### src/rtl/piece_spawner_if.sv
// Spawn request, next-piece handshake, board occupancy read port and spawn results.
// The spawner uses the slave modport; the game controller side uses master.
interface piece_spawner_if;
  logic        spawn_req;
  logic [2:0]  next_type;
  logic        Update;
  logic        occ_rd;
  logic [3:0]  occ_x;
  logic [4:0]  occ_y;
  logic        occ_data;
  logic [2:0]  cur_type;
  logic [15:0] blk_x;
  logic [19:0] blk_y;
  logic        busy;
  logic        spawn_done;
  logic        game_over;

  modport slave (
    input  spawn_req, next_type, occ_data,
    output Update, occ_rd, occ_x, occ_y, cur_type, blk_x, blk_y,
           busy, spawn_done, game_over
  );

  modport master (
    output spawn_req, next_type, occ_data,
    input  Update, occ_rd, occ_x, occ_y, cur_type, blk_x, blk_y,
           busy, spawn_done, game_over
  );
endinterface

### src/rtl/piece_spawner.sv
// Places a new piece in the spawn frame, probes the four target cells on the board,
// and raises a sticky game_over if any of them is filled or off the board.
module piece_spawner #(
  parameter int GAME_LENGTH = 10,
  parameter int GAME_HEIGHT = 20,
  parameter int SPAWN_X     = 3,
  parameter int SPAWN_Y     = 0
) (
  input  logic           CLK_25M,
  input  logic           key_reset_n,
  piece_spawner_if.slave bus
);

  typedef enum logic [3:0] {
    IDLE, RD0, WT0, RD1, WT1, RD2, WT2, RD3, WT3, OVER
  } state_e;

  state_e      state_q;
  logic [2:0]  type_d, type_q;
  logic [15:0] blkX_d, blkX_q;
  logic [19:0] blkY_d, blkY_q;
  logic [3:0]  oob_d, oob_q;
  logic        update_q, busy_q, done_q, over_q, coll_q;
  logic [7:0]  shapeI, shapeJ;
  logic [1:0]  rdIdx, wtIdx;
  logic        rdActive;
  logic        wtHit;

  // Shape table: 2-bit column/row offsets, block n in bits [2n+1:2n]; type 0 behaves as the square.
  always_comb begin
    type_d = (bus.next_type == 3'd0) ? 3'd4 : bus.next_type;
    shapeI = '0;
    shapeJ = '0;
    blkX_d = '0;
    blkY_d = '0;
    oob_d  = '0;
    case (type_d)
      3'd1:    begin shapeI = {2'd3, 2'd2, 2'd1, 2'd0}; shapeJ = {2'd2, 2'd2, 2'd2, 2'd2}; end
      3'd2:    begin shapeI = {2'd2, 2'd1, 2'd0, 2'd0}; shapeJ = {2'd2, 2'd2, 2'd2, 2'd1}; end
      3'd3:    begin shapeI = {2'd2, 2'd2, 2'd1, 2'd0}; shapeJ = {2'd2, 2'd1, 2'd2, 2'd2}; end
      3'd5:    begin shapeI = {2'd2, 2'd1, 2'd1, 2'd0}; shapeJ = {2'd1, 2'd2, 2'd1, 2'd2}; end
      3'd6:    begin shapeI = {2'd2, 2'd1, 2'd1, 2'd0}; shapeJ = {2'd2, 2'd2, 2'd1, 2'd2}; end
      3'd7:    begin shapeI = {2'd2, 2'd1, 2'd1, 2'd0}; shapeJ = {2'd2, 2'd2, 2'd1, 2'd1}; end
      default: begin shapeI = {2'd2, 2'd2, 2'd1, 2'd1}; shapeJ = {2'd2, 2'd1, 2'd2, 2'd1}; end
    endcase
    for (int n = 0; n < 4; n++) begin
      blkX_d[4*n +: 4] = 4'(SPAWN_X) + {2'b00, shapeI[2*n +: 2]};
      blkY_d[5*n +: 5] = 5'(SPAWN_Y) + {3'b000, shapeJ[2*n +: 2]};
      oob_d[n] = ({28'd0, blkX_d[4*n +: 4]} >= 32'(GAME_LENGTH)) ||
                 ({27'd0, blkY_d[5*n +: 5]} >= 32'(GAME_HEIGHT));
    end
  end

  always_comb begin
    rdActive = 1'b0;
    rdIdx    = 2'd0;
    wtIdx    = 2'd0;
    case (state_q)
      RD0:     rdActive = 1'b1;
      RD1:     begin rdActive = 1'b1; rdIdx = 2'd1; end
      RD2:     begin rdActive = 1'b1; rdIdx = 2'd2; end
      RD3:     begin rdActive = 1'b1; rdIdx = 2'd3; end
      WT1:     wtIdx = 2'd1;
      WT2:     wtIdx = 2'd2;
      WT3:     wtIdx = 2'd3;
      default: ;
    endcase
  end

  // Off-board cells are never read; they simply count as filled when their wait slot ends.
  assign wtHit      = oob_q[wtIdx] | bus.occ_data;
  assign bus.occ_rd = rdActive & ~oob_q[rdIdx];
  assign bus.occ_x  = rdActive ? blkX_q[4*rdIdx +: 4] : 4'd0;
  assign bus.occ_y  = rdActive ? blkY_q[5*rdIdx +: 5] : 5'd0;

  always_ff @(posedge CLK_25M or negedge key_reset_n) begin
    if (!key_reset_n) begin
      state_q  <= IDLE;
      type_q   <= '0;
      blkX_q   <= '0;
      blkY_q   <= '0;
      oob_q    <= '0;
      update_q <= 1'b0;
      busy_q   <= 1'b0;
      done_q   <= 1'b0;
      over_q   <= 1'b0;
      coll_q   <= 1'b0;
    end else begin
      update_q <= 1'b0;
      done_q   <= 1'b0;
      case (state_q)
        IDLE: begin
          if (bus.spawn_req) begin
            type_q   <= type_d;
            blkX_q   <= blkX_d;
            blkY_q   <= blkY_d;
            oob_q    <= oob_d;
            update_q <= 1'b1;
            busy_q   <= 1'b1;
            coll_q   <= 1'b0;
            state_q  <= RD0;
          end
        end
        RD0: state_q <= WT0;
        WT0: begin coll_q <= coll_q | wtHit; state_q <= RD1; end
        RD1: state_q <= WT1;
        WT1: begin coll_q <= coll_q | wtHit; state_q <= RD2; end
        RD2: state_q <= WT2;
        WT2: begin coll_q <= coll_q | wtHit; state_q <= RD3; end
        RD3: state_q <= WT3;
        WT3: begin
          coll_q <= coll_q | wtHit;
          done_q <= 1'b1;
          busy_q <= 1'b0;
          if (coll_q | wtHit) begin
            over_q  <= 1'b1;
            state_q <= OVER;
          end else begin
            state_q <= IDLE;
          end
        end
        OVER:    state_q <= OVER;
        default: state_q <= IDLE;
      endcase
    end
  end

  assign bus.Update     = update_q;
  assign bus.cur_type   = type_q;
  assign bus.blk_x      = blkX_q;
  assign bus.blk_y      = blkY_q;
  assign bus.busy       = busy_q;
  assign bus.spawn_done = done_q;
  assign bus.game_over  = over_q;

endmodule

### src/flat_wrapper.sv
// flat-port wrapper written by rule: the top's interface ports become plain ports
module piece_spawner_flat 
#(
  parameter int GAME_LENGTH = 10,
  parameter int GAME_HEIGHT = 20,
  parameter int SPAWN_X     = 3,
  parameter int SPAWN_Y     = 0
)
  (CLK_25M, key_reset_n, bus_spawn_req, bus_next_type, bus_occ_data, bus_Update, bus_occ_rd, bus_occ_x, bus_occ_y, bus_cur_type, bus_blk_x, bus_blk_y, bus_busy, bus_spawn_done, bus_game_over);
  piece_spawner_if bus_i ();
  input  logic CLK_25M;
  input  logic key_reset_n;
  input wire logic [$bits(bus_i.spawn_req)-1:0] bus_spawn_req;
  input wire logic [$bits(bus_i.next_type)-1:0] bus_next_type;
  input wire logic [$bits(bus_i.occ_data)-1:0] bus_occ_data;
  output wire logic [$bits(bus_i.Update)-1:0] bus_Update;
  output wire logic [$bits(bus_i.occ_rd)-1:0] bus_occ_rd;
  output wire logic [$bits(bus_i.occ_x)-1:0] bus_occ_x;
  output wire logic [$bits(bus_i.occ_y)-1:0] bus_occ_y;
  output wire logic [$bits(bus_i.cur_type)-1:0] bus_cur_type;
  output wire logic [$bits(bus_i.blk_x)-1:0] bus_blk_x;
  output wire logic [$bits(bus_i.blk_y)-1:0] bus_blk_y;
  output wire logic [$bits(bus_i.busy)-1:0] bus_busy;
  output wire logic [$bits(bus_i.spawn_done)-1:0] bus_spawn_done;
  output wire logic [$bits(bus_i.game_over)-1:0] bus_game_over;
  assign bus_i.spawn_req = bus_spawn_req;
  assign bus_i.next_type = bus_next_type;
  assign bus_i.occ_data = bus_occ_data;
  assign bus_Update = bus_i.Update;
  assign bus_occ_rd = bus_i.occ_rd;
  assign bus_occ_x = bus_i.occ_x;
  assign bus_occ_y = bus_i.occ_y;
  assign bus_cur_type = bus_i.cur_type;
  assign bus_blk_x = bus_i.blk_x;
  assign bus_blk_y = bus_i.blk_y;
  assign bus_busy = bus_i.busy;
  assign bus_spawn_done = bus_i.spawn_done;
  assign bus_game_over = bus_i.game_over;
  piece_spawner #(.GAME_LENGTH(GAME_LENGTH), .GAME_HEIGHT(GAME_HEIGHT), .SPAWN_X(SPAWN_X), .SPAWN_Y(SPAWN_Y)) u_core (.CLK_25M(CLK_25M), .key_reset_n(key_reset_n), .bus(bus_i));
endmodule
### config.mk
export PLATFORM = sky130hd
export DESIGN_NAME = piece_spawner_flat
export DESIGN_NICKNAME = d
export VERILOG_FILES = /design/src/rtl/piece_spawner_if.sv /design/src/rtl/piece_spawner.sv /design/src/flat_wrapper.sv
export SDC_FILE = /design/constraint.sdc
export NUM_CORES = 1
export LEC_CHECK = 0
export ABC_AREA = 1
export CAP_MARGIN = 20
export CORE_MARGIN = 5
export CORE_UTILIZATION = 30
export CTS_CLUSTER_SIZE = 10
export DETAILED_ROUTE_END_ITERATION = 8
export GPL_TIMING_DRIVEN = 0
export PLACE_DENSITY = 0.7
export SETUP_SLACK_MARGIN = 0.05
export SLEW_MARGIN = 0
export SYNTH_ARGS = -nofsm -noshare
export SYNTH_HDL_FRONTEND = slang
export SYNTH_SLANG_ARGS = --single-unit
### constraint.sdc
create_clock -name CLK_25M -period 2.8 [get_ports CLK_25M]
set_clock_uncertainty 0.15 [all_clocks]
set_input_delay 0.28 -clock CLK_25M [delete_from_list [all_inputs] [get_ports CLK_25M]]
set_output_delay 0.28 -clock CLK_25M [all_outputs]
set_load 0.01 [all_outputs]
==> impl_metrics.csv <==
group,metric,value,unit
status,status,"finished clean",
finish,drive_above_1_share,0.173,
placed_design,portBuffers,38,
detailed_routing,vias,1314,
finish,mostFrequentLayoutCells,"nand2_1, clkdlybuf4s50_1, dfrtp_1",
critical_path,worst_setup_path_start_kind,"flip-flop",
synthesis,synth_edf_count,0,
sta,min_period_over_period,0.901,
clock_network,cts_setup_buffers,0,
finish,nFillCells,528,
clock_network,cts_tree,"done",
die,rows,26,
global_route,overflow,0,
global_route,antenna_found_initial,0,
clock_network,clockBufferDepth,2,
detailed_routing,via_per_inst,4.04,
placed_design,gp_congestion,0.822,
synthesis,yosysUniqueCellTypes,24,
synthesis,yosys_register_bits,29,
detailed_routing,wl_per_cell,11.1,um
global_route,track_usage,0.120,
finish,stdcell_area,0.00221,sq mm
sta,finalSetupViolCount,0,
finish,finalNetCount,261,
die,initial_utilization,0.306,
synthesis,syn_avg_cell_area,8.20,sq um
pwr,power_density,1050,mW/mm^2
synthesis,synth_compound_area_frac,0.115,
finish,final_common_cell,"nand2_1",
sta,drv_slew,0,
job,max-cap-violations,0,
critical_path,arrival,2.09,ns
clock_network,cts_resized,0,
critical_path,crit_path_end_kind,"output pin",
synthesis,syn_area,0.00154,sq mm
synthesis,yosys-mux-area-fraction,0,
synthesis,synth-simple-area-share,0.217,
placed_design,hpwl,2900,um
synthesis,synth_top_family_by_area,"simple AND/OR/NAND/NOR gates",
die,die_area,0.00667,sq mm
detailed_routing,ant_nets,0,
die,dieHeight,81.7,um
clock_network,clk_pin_slew,0.06,ns
clock_network,cts.sinks,29,
die,io-pin-count,60,
pwr,swShare,0.382,
synthesis,async_flop_share,1.00,
sta,fin_crit,2.52,ns
pwr,p_leak,0.00114,uW
global_route,grt_pass1_vias,1258,
synthesis,synth_xor_area_frac,0.00568,
pwr,peakVddDrop,0.000477,V
pwr,p_sw,887,uW
synthesis,synth_ff_type,"dfrtp_1",
die,coreArea,0.00504,sq mm
detailed_routing,drc,0,
pwr,p_seq_frac,0.316,
global_route,grt_pass1_wl,6000,um
global_route,grt_start_max_net_pins,21,
sta,hold_violations,0,
placed_design,placed_area,0.00211,sq mm
clock_network,cts_buffers,5,
clock_network,cts_hold_buf,0,
critical_path,crit_fanout,8,
pwr,p_int,1440,uW
clock_network,clk_latency,0.28,ns
worst_hold_path,hp-class,"in -> async",
clock_network,ctsHtreeMaxLevel,2,
detailed_routing,drt_iter0_drc,46,
finish,diodes,0,
synthesis,postSynthCellCount,188,
critical_path,worstSetupPathType,"reg -> out",
sta,timing.fmax,397,MHz
critical_path,cp_data_required_time,2.37,ns
pwr,p_clk_frac,0.162,
synthesis,synthAdderAreaFrac,0,
sta,fin_tns_setup,0,ns
finish,area_growth,43.6,%
die,die_w,81.7,um
sta,hold_slack,0.196,ns
synthesis,synth.yosys.seq_area_share,0.471,
detailed_routing,wl,3620,um
sta,relSlewSlack,0.652,
synthesis,ys_warn_count,0,
sta,rsz0062_at_grt,"false",
detailed_routing,drtPass1Iterations,4,
clock_network,cts_root_buf,"clkbuf_8",
pwr,combPwrFrac,0.522,
sta,tightest_slew,0.520,ns
cells in the mapped netlist, drive strengths merged, types with 2 or more instances:
cell type	count	area share
a21oi	6	0.019
buf	26	0.13
dfrtp	29	0.47
inv	26	0.063
nand2	44	0.11
nand3	12	0.042
nor2	16	0.061
o21a	4	0.019
o21ai	18	0.058
o22ai	2	0.0081
through the flow:
stage,setup slack [ns],total power (uW),util,cells
global route,0.101,2510,0.439,325
detailed placement,0.560,1960,0.419,317
CTS,0.239,2360,0.439,325
floorplan,1.25,1370,-,208
global placement,0.573,1940,0.413,316
finish,0.278,2320,0.439,325
registers in the layout, indices dropped and copies added, names as in the netlist:
signal / flops
u_core.bus.blk_x: 9
u_core.bus.spawn_done: 1
u_core.bus.busy: 1
u_core.bus.game_over: 1
u_core.bus.blk_y: 8
u_core.coll_q: 1
u_core.state_q: 4
u_core.bus.Update: 1
u_core.bus.cur_type: 3
final timing paths:
path / cells after the start / endpoint / from / slack [ns]
setup / recovery: 6 / bus_occ_y[1] / u_core.state_q[3] / 0.28
hold / removal: 1 / u_core.bus.cur_type[0] / key_reset_n / 0.20
setup reg to reg: 6 / u_core.bus.blk_y[11] / u_core.state_q[0] / 1.32
hold reg to reg: 1 / u_core.bus.game_over / u_core.bus.game_over / 0.31
max in group asynchronous: 2 / u_core.state_q[0] / key_reset_n / 1.83
min in group CLK_25M: 1 / u_core.bus.game_over / u_core.bus.game_over / 0.31
power groups by stage:
| stage | sequential (uW) | combinational (uW) | clock (uW) |
|---|---|---|---|
| final | 734 | 1210 | 377 |
| after global routing | 765 | 1340 | 412 |
| after CTS | 737 | 1230 | 394 |
| after detailed placement | 742 | 1220 | 0 |
| after global placement | 739 | 1200 | 0 |
| after floorplan | 785 | 584 | 0 |
routing by layer:
metal  up-vias  GRT usage  part of all wire
met2        47      0.180              0.45
met3         9     0.0428             0.079
li1        677          -                 -
met5         -          0                 0
met4         0     0.0631             0.019
met1       581      0.151              0.45
worst max-delay path, cell delays in order (launching register included):
cell             delay, ns
dfrtp_1               0.45
inv_2                 0.14
nand3_1               0.25
nand2_1               0.13
nand3_1               0.08
a21oi_1               0.20
clkdlybuf4s50_1       0.57
area by class of cell:
type,count,area (sq um),area share
plain buffers,26,194,0.0876
inverters,26,97.6,0.0441
flip-flops and latches,29,726,0.328
clock buffers,7,96.3,0.0435
well taps,70,87.6,0.0396
repair buffers,39,408,0.184
multi-input cells,127,599,0.271
clock inverters,1,5.00,0.00226
cell families after synthesis:
kind of cell | after synthesis
flops | 29
simple gates | 73
compound gates | 32
buf+inv | 52
xor+xnor | 1
other cells | 1
Power figures use the tool's default switching activity.
==> RTL change: new RTL, config.mk and constraints unchanged <==
Make the reset (`key_reset_n`) synchronous in one clocked block.
--- a/src/rtl/piece_spawner.sv
+++ b/src/rtl/piece_spawner.sv
@@ -74,5 +74,5 @@
   assign bus.occ_y  = rdActive ? blkY_q[5*rdIdx +: 5] : 5'd0;
 
-  always_ff @(posedge CLK_25M or negedge key_reset_n) begin
+  always_ff @(posedge CLK_25M) begin
     if (!key_reset_n) begin
       state_q  <= IDLE;
Function: differs if key_reset_n is asserted again (counterexample within 4 cycles, from zero or initial values and one cycle with key_reset_n low); with key_reset_n held inactive, the same outputs for 10 cycles.
==> RTL change against the unedited design <==
Die area is 0.13% lower. Area after synthesis is 0.16% lower. Sequential cell count stayed put. Cell area is 2.0% lower. Worst setup slack worse by 0.032 ns. Wire length is 5.7% higher. Core utilization is 0.89 points lower. Hold slack better by 0.11 ns.
Power is not compared: it rests on default switching activity, and its combinational part moved more than twofold at a synthesized area within 25%.
==> RTL change: results (changes against the unedited design) <==
hold_path.class: "reg2reg"
startpoint: "u_core.state_q[3]$_SDFFE_PN0P_"
ctsResizeCount: 0  # unchanged
p_leak_uw: 0.001040
drive_above_1_share_pct: 14.19  # -3.1 points
yosys-top-cells-area: "dfxtp_1 38%, nand2_1 15%, buf_4 11%"
gp_congestion: 0.8441  # +2.8%
ir_worst_vdd_v: 0.0002817
vias_per_cell: 4.148  # +2.6%
fillers: 527  # -0.19%
synth.distinct_cells: 20  # -17%
antenna_cells: 0  # unchanged
async_flop_share_pct: 0  # -100 points
grt_use_met1_pct: 14.84  # -0.23 points
postCtsSetupRepairBufs: 0  # unchanged
status: "complete, no violations"
grt_use_met2_pct: 19.63  # +1.6 points
placed_area_sq_mm: 0.002082  # -1.4%
clk_latency_ns: 0.28  # about the same
met3_usage_pct: 4.825  # +0.55 points
netlist_top_cells_count: "60 x nand2_1, 30 x inv_1, 29 x dfxtp_1, 23 x buf_4, 21 x nor2_1"
arrival_ns: 2.12  # +0.03 ns
first_global_vias: 1369  # +8.8%
grt_pass1_wl_um: 6223  # +3.7%
dp_hpwl_um: 2963  # +2.3%
timing.rr.start: "u_core.state_q[0]$_SDFFE_PN0P_"
ys_seq_area_share_pct: 37.72  # -9.4 points
fin_nets: 296  # +13%
antenna_found_initial: 0  # unchanged
grt_usage_pct: 12.35  # +0.35 points
grt_max_degree: 11  # -48%
drtIter0Drc: 67  # +46%
post_drt_wl_per_cell_um: 10.67  # -4.3%
RTL change: cell types whose count changed after synthesis, sizes merged, moves of 9 or more:
cell,change
dfxtp,+29
dfrtp,-29
a21oi,+13
nor2,+9
o21ai,-10
nand2,+17
RTL change: critical path, cell delays in order (launching register included):
cell             delay, ns
dfxtp_1               0.30
buf_6                 0.13
inv_1                 0.12
nand3_1               0.28
nand2_1               0.14
nand3_1               0.08
a21oi_1               0.21
clkdlybuf4s50_1       0.58
RTL change: worst paths after layout:
check / cells after the start / slack, ns / endpoint
worst max-delay path: 7 / 0.25 / bus_occ_y[0]
worst min-delay path: 2 / 0.30 / u_core.bus.game_over$_SDFFE_PN0P_
worst max register to register: 5 / 1.30 / u_core.bus.blk_y[11]$_SDFFE_PN0P_
worst min register to register: 2 / 0.30 / u_core.bus.game_over$_SDFFE_PN0P_
RTL change: area by class of cell:
| class | instances | area, sq um | share of cell area [%] |
|---|---|---|---|
| buffer | 28 | 214.0 | 9.867 |
| clock buffer | 7 | 86.33 | 3.982 |
| inverter | 30 | 112.6 | 5.193 |
| timing repair buffer | 38 | 380.4 | 17.54 |
| tap | 70 | 87.58 | 4.039 |
| multi-input combinational | 157 | 706.9 | 32.60 |
| sequential | 29 | 580.6 | 26.77 |
RTL change: kinds of logic after synthesis:
| family | synth area share, % |
|---|---|
| and+or+nand+nor | 31.06 |
| buffers and inverters | 21.22 |
| DFF | 37.72 |
| AOI/OAI and AO/OA | 9.756 |
| other | 0.2437 |
RTL change: metal layers:
layer / vias to the layer above / routed length [um]
li1: 777 / -
met1: 655 / 1664
met2: 51 / 1732
met3: 6 / 375
met4: 0 / 57
met5: - / 0
RTL change: metrics by stage:
stage               utilization [%]  std cells  setup WS [ns]  hold WS, ns  total power, uW
global route                  43.00        359         0.1068       0.3347             1215
global placement              41.29        352         0.5520       0.2924            803.5
detailed placement            41.29        352         0.5732       0.2996            807.7
CTS                           43.00        359         0.2426       0.3144             1158
floorplan                         -        244          1.257       0.2649            675.7
finish                        43.00        359         0.2463       0.3043             1147
RTL change: report_power, final:
part	total (uW)	switching, uW	leakage (uW)	internal (uW)
sequential	483	30.1	0.000238	453
clock	348	154	0.0000443	195
combinational	316	161	0.000757	155
total	1150	345	0.00104	802
